File: config.mk
export PLATFORM = sky130hd
export DESIGN_NAME = seq_alu
export DESIGN_NICKNAME = d
export VERILOG_FILES = /design/src/rtl/seq_alu_pkg.sv /design/src/rtl/seq_alu_divider.sv /design/src/rtl/seq_alu.sv
export SDC_FILE = /design/constraint.sdc
export NUM_CORES = 1
export LEC_CHECK = 0
export CELL_PAD_IN_SITES_DETAIL_PLACEMENT = 1
export CELL_PAD_IN_SITES_GLOBAL_PLACEMENT = 2
export CORE_MARGIN = 8
export CORE_UTILIZATION = 35
export CTS_CLUSTER_SIZE = 16
export DETAILED_ROUTE_END_ITERATION = 10
export GPL_TIMING_DRIVEN = 0
export HOLD_SLACK_MARGIN = 0.05
export PLACE_DENSITY = 0.89
export SYNTH_ARGS = -nofsm -noshare
export SYNTH_HDL_FRONTEND = slang
export SYNTH_SLANG_ARGS = --single-unit
File: constraint.sdc
create_clock -name clk -period 7.95 [get_ports clk]
set_input_delay 1.59 -clock clk [delete_from_list [all_inputs] [get_ports clk]]
set_output_delay 1.59 -clock clk [all_outputs]
set_load 0.01 [all_outputs]
File: src/rtl/seq_alu_pkg.sv
// Shared op codes, FSM state encoding and counter-width helper for seq_alu
// and its iterative divider.
package seq_alu_pkg;

  localparam logic [4:0] OP_ADD     = 5'd0;
  localparam logic [4:0] OP_SUB     = 5'd1;
  localparam logic [4:0] OP_AND     = 5'd2;
  localparam logic [4:0] OP_OR      = 5'd3;
  localparam logic [4:0] OP_XOR     = 5'd4;
  localparam logic [4:0] OP_SLT     = 5'd5;
  localparam logic [4:0] OP_SLTU    = 5'd6;
  localparam logic [4:0] OP_UPPER   = 5'd7;
  localparam logic [4:0] OP_AUIPC   = 5'd8;
  localparam logic [4:0] OP_LUI     = 5'd9;
  localparam logic [4:0] OP_MUL     = 5'd10;
  localparam logic [4:0] OP_MULH    = 5'd11;
  localparam logic [4:0] OP_MULHSU  = 5'd12;
  localparam logic [4:0] OP_MULHU   = 5'd13;
  localparam logic [4:0] OP_DIV     = 5'd14;
  localparam logic [4:0] OP_DIVU    = 5'd15;
  localparam logic [4:0] OP_REM     = 5'd16;
  localparam logic [4:0] OP_REMU    = 5'd17;
  localparam logic [4:0] OP_INVALID = 5'd31;

  localparam logic [1:0] ST_IDLE = 2'd0;
  localparam logic [1:0] ST_MUL  = 2'd1;
  localparam logic [1:0] ST_DIV  = 2'd2;
  localparam logic [1:0] ST_DONE = 2'd3;

  // Iteration counter width: holds XLEN-1 down to 0.
  function automatic int cnt_width(input int xlen);
    return (xlen > 1) ? $clog2(xlen) : 1;
  endfunction

endpackage

File: src/rtl/seq_alu_divider.sv
// Iterative restoring divider on unsigned magnitudes: one quotient bit per
// cycle for W cycles after start; done is high during the final step.
module seq_alu_divider
  import seq_alu_pkg::*;
#(
  parameter int W = 32
) (
  input  logic         clk,
  input  logic         rst_n,
  input  logic         start,
  input  logic [W-1:0] dividend,
  input  logic [W-1:0] divisor,
  output logic         done,
  output logic [W-1:0] quotient,
  output logic [W-1:0] remainder
);

  localparam int CNT_W = cnt_width(W);

  logic             running_q, running_d;
  logic [CNT_W-1:0] cnt_q, cnt_d;
  logic [W-1:0]     quo_q, quo_d;
  logic [W-1:0]     rem_q, rem_d;
  logic [W-1:0]     den_q, den_d;

  logic [W:0]   rem_sh;
  logic [W:0]   rem_try;
  logic         fits;
  logic [W-1:0] rem_nx;
  logic [W-1:0] quo_nx;

  // Partial remainder stays below the divisor, so W bits hold it.
  always_comb begin
    rem_sh  = {rem_q, quo_q[W-1]};
    rem_try = rem_sh - {1'b0, den_q};
    fits    = ~rem_try[W];
    rem_nx  = fits ? rem_try[W-1:0] : rem_sh[W-1:0];
    quo_nx  = {quo_q[W-2:0], fits};
  end

  assign done      = running_q && (cnt_q == '0);
  assign quotient  = quo_nx;
  assign remainder = rem_nx;

  always_comb begin
    running_d = running_q;
    cnt_d     = cnt_q;
    quo_d     = quo_q;
    rem_d     = rem_q;
    den_d     = den_q;
    if (start) begin
      running_d = 1'b1;
      cnt_d     = CNT_W'(W - 1);
      quo_d     = dividend;
      rem_d     = '0;
      den_d     = divisor;
    end else if (running_q) begin
      quo_d = quo_nx;
      rem_d = rem_nx;
      cnt_d = cnt_q - 1'b1;
      if (cnt_q == '0) running_d = 1'b0;
    end
  end

  always_ff @(posedge clk or negedge rst_n) begin
    if (!rst_n) begin
      running_q <= 1'b0;
      cnt_q     <= '0;
      quo_q     <= '0;
      rem_q     <= '0;
      den_q     <= '0;
    end else begin
      running_q <= running_d;
      cnt_q     <= cnt_d;
      quo_q     <= quo_d;
      rem_q     <= rem_d;
      den_q     <= den_d;
    end
  end

endmodule

File: src/rtl/seq_alu.sv
// Handshaked ALU with iterative RV32M multiply/divide; all outputs registered.
// Define SEQ_ALU_FAST_MUL_EN for a single-cycle combinational multiplier.
module seq_alu
  import seq_alu_pkg::*;
#(
  parameter int XLEN   = 32,
  parameter int CTRL_W = 5
) (
  input  logic              clk,
  input  logic              rst_n,
  input  logic              in_valid,
  output logic              in_ready,
  input  logic [XLEN-1:0]   A,
  input  logic [XLEN-1:0]   B,
  input  logic [CTRL_W-1:0] ALUControl,
  output logic              out_valid,
  input  logic              out_ready,
  output logic [XLEN-1:0]   Result,
  output logic              Zero,
  output logic              V,
  output logic              busy,
  output logic [1:0]        dbg_state
);

  // Handshake: an op is taken on an edge with in_valid && in_ready (IDLE only);
  // the result is held while out_valid && !out_ready and retired on the edge
  // with out_valid && out_ready, after which in_ready returns the next cycle.

  localparam logic [XLEN-1:0] IMM_MASK = ~XLEN'(12'hFFF);
  localparam logic [XLEN-1:0] MIN_INT  = {1'b1, {(XLEN-1){1'b0}}};

  logic [1:0]      state_q, state_d;
  logic [4:0]      op_q, op_d;
  logic [XLEN-1:0] result_q, result_d;
  logic            v_q, v_d;
  logic            neg_q, neg_d;
  logic            rneg_q, rneg_d;

  logic [4:0]      op_in;
  logic [XLEN-1:0] sum, diff;
  logic [XLEN-1:0] base_res;
  logic            base_v;
  logic            is_mul, is_div, a_signed, b_signed, sa, sb;
  logic [XLEN-1:0] a_mag, b_mag;
  logic            div_start, div_done;
  logic [XLEN-1:0] div_q, div_r, q_fix, r_fix;

  function automatic logic [XLEN-1:0] mul_select(input logic [2*XLEN-1:0] prod,
                                                 input logic neg, input logic [4:0] op);
    logic [2*XLEN-1:0] p;
    p = neg ? -prod : prod;
    return (op == OP_MUL) ? p[XLEN-1:0] : p[2*XLEN-1:XLEN];
  endfunction

  function automatic logic is_rem(input logic [4:0] op);
    return (op == OP_REM) || (op == OP_REMU);
  endfunction

  // Codes wider than the defined set decode as unlisted.
  assign op_in = ((ALUControl >> 5) != '0) ? OP_INVALID : ALUControl[4:0];
  assign sum   = A + B;
  assign diff  = A - B;

  always_comb begin
    base_res = '0;
    base_v   = 1'b0;
    case (op_in)
      OP_ADD: begin
        base_res = sum;
        base_v   = (A[XLEN-1] == B[XLEN-1]) && (sum[XLEN-1] != A[XLEN-1]);
      end
      OP_SUB: begin
        base_res = diff;
        base_v   = (A[XLEN-1] != B[XLEN-1]) && (diff[XLEN-1] != A[XLEN-1]);
      end
      OP_AND:   base_res = A & B;
      OP_OR:    base_res = A | B;
      OP_XOR:   base_res = A ^ B;
      OP_SLT:   base_res = {{(XLEN-1){1'b0}}, ($signed(A) < $signed(B))};
      OP_SLTU:  base_res = {{(XLEN-1){1'b0}}, (A < B)};
      OP_UPPER: base_res = A & IMM_MASK;
      OP_AUIPC: base_res = A + (B & IMM_MASK);
      OP_LUI:   base_res = B & IMM_MASK;
      default:  base_res = '0;
    endcase
  end

  always_comb begin
    is_mul   = (op_in >= OP_MUL) && (op_in <= OP_MULHU);
    is_div   = (op_in >= OP_DIV) && (op_in <= OP_REMU);
    a_signed = (op_in == OP_MULH) || (op_in == OP_MULHSU) ||
               (op_in == OP_DIV)  || (op_in == OP_REM);
    b_signed = (op_in == OP_MULH) || (op_in == OP_DIV) || (op_in == OP_REM);
    sa       = a_signed & A[XLEN-1];
    sb       = b_signed & B[XLEN-1];
    a_mag    = sa ? -A : A;
    b_mag    = sb ? -B : B;
  end

  seq_alu_divider #(.W(XLEN)) u_div (
    .clk       (clk),
    .rst_n     (rst_n),
    .start     (div_start),
    .dividend  (a_mag),
    .divisor   (b_mag),
    .done      (div_done),
    .quotient  (div_q),
    .remainder (div_r)
  );

  assign q_fix = neg_q  ? -div_q : div_q;
  assign r_fix = rneg_q ? -div_r : div_r;

`ifndef SEQ_ALU_FAST_MUL_EN
  localparam int CNT_W = cnt_width(XLEN);

  logic [CNT_W-1:0]  cnt_q, cnt_d;
  logic [XLEN-1:0]   mcand_q, mcand_d;
  logic [2*XLEN-1:0] acc_q, acc_d;
  logic [XLEN:0]     mul_sum;
  logic [2*XLEN-1:0] acc_step;

  // Shift-add: {hi, multiplier} shifts right one bit per step.
  always_comb begin
    mul_sum  = {1'b0, acc_q[2*XLEN-1:XLEN]} + (acc_q[0] ? {1'b0, mcand_q} : '0);
    acc_step = {mul_sum, acc_q[XLEN-1:1]};
  end
`endif

  always_comb begin
    state_d   = state_q;
    op_d      = op_q;
    result_d  = result_q;
    v_d       = v_q;
    neg_d     = neg_q;
    rneg_d    = rneg_q;
    div_start = 1'b0;
`ifndef SEQ_ALU_FAST_MUL_EN
    cnt_d     = cnt_q;
    mcand_d   = mcand_q;
    acc_d     = acc_q;
`endif
    case (state_q)
      ST_IDLE: begin
        if (in_valid) begin
          op_d   = op_in;
          v_d    = 1'b0;
          neg_d  = sa ^ sb;
          rneg_d = sa;
          if (is_mul) begin
`ifdef SEQ_ALU_FAST_MUL_EN
            result_d = mul_select({{XLEN{1'b0}}, a_mag} * {{XLEN{1'b0}}, b_mag},
                                  sa ^ sb, op_in);
            state_d  = ST_DONE;
`else
            mcand_d = a_mag;
            acc_d   = {{XLEN{1'b0}}, b_mag};
            cnt_d   = CNT_W'(XLEN - 1);
            state_d = ST_MUL;
`endif
          end else if (is_div) begin
            if (B == '0) begin
              result_d = is_rem(op_in) ? A : '1;
              state_d  = ST_DONE;
            end else if (a_signed && (A == MIN_INT) && (B == '1)) begin
              result_d = is_rem(op_in) ? '0 : MIN_INT;
              state_d  = ST_DONE;
            end else begin
              div_start = 1'b1;
              state_d   = ST_DIV;
            end
          end else begin
            result_d = base_res;
            v_d      = base_v;
            state_d  = ST_DONE;
          end
        end
      end
`ifndef SEQ_ALU_FAST_MUL_EN
      ST_MUL: begin
        acc_d = acc_step;
        cnt_d = cnt_q - 1'b1;
        if (cnt_q == '0) begin
          result_d = mul_select(acc_step, neg_q, op_q);
          state_d  = ST_DONE;
        end
      end
`endif
      ST_DIV: begin
        if (div_done) begin
          result_d = is_rem(op_q) ? r_fix : q_fix;
          state_d  = ST_DONE;
        end
      end
      ST_DONE: begin
        if (out_ready) state_d = ST_IDLE;
      end
      default: state_d = ST_IDLE;
    endcase
  end

  always_ff @(posedge clk or negedge rst_n) begin
    if (!rst_n) begin
      state_q  <= ST_IDLE;
      op_q     <= '0;
      result_q <= '0;
      v_q      <= 1'b0;
      neg_q    <= 1'b0;
      rneg_q   <= 1'b0;
`ifndef SEQ_ALU_FAST_MUL_EN
      cnt_q    <= '0;
      mcand_q  <= '0;
      acc_q    <= '0;
`endif
    end else begin
      state_q  <= state_d;
      op_q     <= op_d;
      result_q <= result_d;
      v_q      <= v_d;
      neg_q    <= neg_d;
      rneg_q   <= rneg_d;
`ifndef SEQ_ALU_FAST_MUL_EN
      cnt_q    <= cnt_d;
      mcand_q  <= mcand_d;
      acc_q    <= acc_d;
`endif
    end
  end

  assign in_ready  = (state_q == ST_IDLE);
  assign out_valid = (state_q == ST_DONE);
  assign busy      = (state_q != ST_IDLE);
  assign dbg_state = state_q;
  assign Result    = result_q;
  assign Zero      = (result_q == '0);
  assign V         = v_q;

endmodule

==> flow_summary.toml <==
[routing]
remaining_drc_errors = 0
drt_pass1_iterations = 6
initialDrtViolationCount = 3146
wirelength_um = 136700
ant_nets = 0
vias = 29430
wire_per_inst_um = 30.26
post_drt_via_cell_ratio = 6.514

[grt]
grt_overflow = 0
grt_util_all_layers = 0.3186
grt_pass1_vias = 29130
antenna_found_initial = 4
grt_pass1_wl_um = 198500
grt_max_degree = 97

[place]
dp_hpwl_um = 110000
pre_cts_slack_ns = 0.04691
gp_congestion = 1.049
port-buffer-count = 110

[run_status]
status = "complete, no violations"

[critical_path]
cp-start-kind = "register"
worstPathCellList = "inv_1 -> ha_1 -> fa_1 -> nand2b_1 -> a21oi_1 -> o211a_1 -> a21o_1 -> a31oi_1 -> xnor2_2 -> buf_2 -> inv_1 -> buf_2 -> buf_1 -> buf_1 -> a21oi_1 -> ha_1 -> nand3b_1 -> or4_1 -> o21ai_0 -> a31o_2 -> xnor2_1 -> o221ai_1 -> a31oi_1 -> o21ai_0"
critPathMaxFanout = 10
critical_path.max_stage_delay_ns = 0.51
worstSetupPathType = "register to register"
slowest_stage = "or4_1"
r2r_slack_ns = 0.21
critPathArrivalTime_ns = 8.19
crit_required_ns = 8.40
cp-end-kind = "register"

[floorplan]
core_area_mm2 = 0.07259
rows = 99
dieArea_mm2 = 0.08191
die_height_um = 286.2
start_util = 0.3520
die_x_um = 286.2
io_pins = 112

[timing]
rsz0062_at_grt = "false"
period_minus_slack_ns = 7.741
clock_skew_ns = 0.02168
finalSetupViolCount = 0
fin_crit_sh = 0.9737
fmax_ghz = 0.1292
whs_ns = 0.4715
slew_headroom = 0.05933
hold_viol_final = 0
setup_ws_ns = 0.2092
tightest_slew_ns = 1.400
slew_violations = 0

[logic_synthesis]
synth_warnings = 0
ys_types = 82
synth_nets = 3646
yosysSeqAreaShare = 0.2399
async_flop_share = 1.000
synth-seq-cells = 245
syn_area_mm2 = 0.02555
synthCells = 3393
avgSynthCellArea_um2 = 7.531
synth_edf_count = 0
synthFlopType = "dfrtp_1"

[cells_and_area]
final_core_util = 0.3994
layout.nets = 3789
area_growth_pct = 13.45
drive_gt1_frac = 0.03458

[worst_hold_path]
hold_path_class = "register to register"

[clock_network]
tritoncts = "built"
clk_pin_slew_ns = 0.07
htreeDepth = 1
ctsHoldBuffers = 0
numCtsBuffers = 28
cts_root_buf = "clkbuf_16"
worstSkewPairLatency_ns = 0.59
cts_buffer_depth = 3
numClockSinks = 245

[pwr]
max-vdd-ir-drop_mv = 0.2783
p_leak_uw = 0.01153
cellPowerDensity_mw_per_mm2 = 491.7

[run]
max_cap_violations = 0
[critical path: cells and delay by family (launching register included)]
kind	cells	cell delay [ns]
compound gates	10	2.94
buf+inv	6	1.67
fa+ha+maj	3	1.00
simple gates	3	0.90
xor+xnor	2	0.69
flops	1	0.38
[layer usage]
metal	vias up	track usage	routed length (um)	part of all wire
met5	-	0	23	0.00017
met4	4	0.2270	11710	0.086
met2	1602	0.5022	60220	0.44
met3	449	0.05014	11250	0.082
li1	12830	-	-	-
met1	14540	0.3951	53490	0.39
[cells by family (layout without fill, tap and decap cells)]
logic type / Yosys count / after routing / synth area share
multiplexers: 50 / 50 / 0.02061
flip-flops: 245 / 245 / 0.2399
adder cells (fa/ha/maj): 180 / 180 / 0.08961
XOR/XNOR: 206 / 206 / 0.07061
AND/OR/NAND/NOR: 1084 / 1084 / 0.2070
AO/OA/AOI/OAI: 1249 / 1249 / 0.3162
buffers and inverters: 379 / 543 / 0.05611
other: 0 / 1 / 0
[cells in the final DEF (no fill, tap or decap), types with 46 or more instances in the layout]
master	n
o31ai_1	46
dfrtp_1	245
nand3_1	59
nor3_1	81
o211ai_1	51
and2_1	54
inv_1	170
nor2_1	275
nand2_1	304
clkbuf_1	191
clkdlybuf4s50_1	109
a21oi_1	329
a211oi_1	97
o21ai_0	292
xor2_1	74
ha_1	175
xnor2_1	131
nand4_1	50
[cells in the mapped netlist (10+ instances only)]
library cell,number,area [um^2]
o21a_1,17,127.6
and3_1,28,175.2
nand2_1,304,1141
xor2_1,74,648.1
a221oi_1,32,280.3
nand3_1,59,295.3
nand2b_1,29,181.4
a21oi_1,329,1647
a31oi_1,42,262.8
o2111ai_1,18,157.7
nor3_1,83,415.4
and2_1,54,337.8
or2_2,20,125.1
o41ai_1,22,192.7
o21ai_0,292,1461
clkbuf_1,190,713.2
a311oi_1,16,140.1
nand3b_1,10,75.07
a2111oi_0,12,105.1
o22ai_1,44,275.3
nand4_1,50,312.8
ha_1,175,2190
mux2_2,11,123.9
xnor2_1,132,1156
a22oi_1,15,112.6
nor2_1,275,1032
or3_1,34,212.7
or4_1,24,180.2
o211ai_1,51,382.9
nor4_1,35,219.0
mux2i_1,38,380.4
a221o_1,11,110.1
inv_1,170,638.1
o31ai_1,46,345.3
a22o_1,22,192.7
dfrtp_1,245,6131
a211oi_1,97,728.2
o21bai_1,32,240.2
a21boi_0,11,82.58
o221ai_1,14,122.6
a21o_1,39,292.8
nor2b_1,45,281.5
[metrics by stage]
stage | setup TNS [ns] | std cells | area [um^2] | total power (uW)
floorplan | 0 | 3393 | 25550 | 8433
global placement | -1398.03 | 4462 | 27850 | 12190
detailed placement | 0 | 4465 | 27940 | 12330
CTS | 0 | 4516 | 28970 | 13890
global route | 0 | 4516 | 28990 | 14890
finish | 0 | 4517 | 28990 | 14250
[path summary, 6_finish.rpt]
kind	depth (start not counted)	endpoint	from
worst min register to register	2	mcand_q[11]$_DFFE_PN0P_	mcand_q[11]$_DFFE_PN0P_
worst max register to register	24	Result[14]$_DFFE_PN0P_	u_div.quo_q[31]$_DFFE_PN0P_
worst min-delay path	2	mcand_q[11]$_DFFE_PN0P_	mcand_q[11]$_DFFE_PN0P_
worst max-delay path	24	Result[14]$_DFFE_PN0P_	u_div.quo_q[31]$_DFFE_PN0P_
min in group asynchronous	1	acc_q[42]$_DFFE_PN0P_	rst_n
max in group asynchronous	2	Result[23]$_DFFE_PN0P_	rst_n
[repair_timing]
action	4_1_cts	5_1_grt
gates resized for setup	1	4
setup buffers	0	0
endpoints found under the hold margin	0	0
setup endpoints to repair	1	1
[cell type report]
type / instances / area [um^2]
Antenna cell: 1 / 2.502
Buffer: 208 / 794.5
Clock buffer: 39 / 833.3
Clock inverter: 12 / 196.4
Fill cell: 9216 / 43600
Inverter: 171 / 641.9
Multi-Input combinational cell: 2769 / 18020
Sequential cell: 245 / 6131
Tap cell: 959 / 1200
Timing Repair Buffer: 113 / 1172
[power breakdown]
part / internal [uW] / total (uW) / switching, uW
clock network: 892 / 1490 / 594
logic: 3250 / 10300 / 7020
registers: 1830 / 2500 / 662
[state kept, by name, indices dropped and copies added (netlist names), 2 cells and up]
signal / flops
u_div.quo_q: 32
acc_q: 64
Result: 32
dbg_state: 2
u_div.den_q: 32
u_div.cnt_q: 5
op_q: 5
cnt_q: 5
u_div.rem_q: 32
mcand_q: 32
No activity file was read; power rests on OpenSTA's default activity.
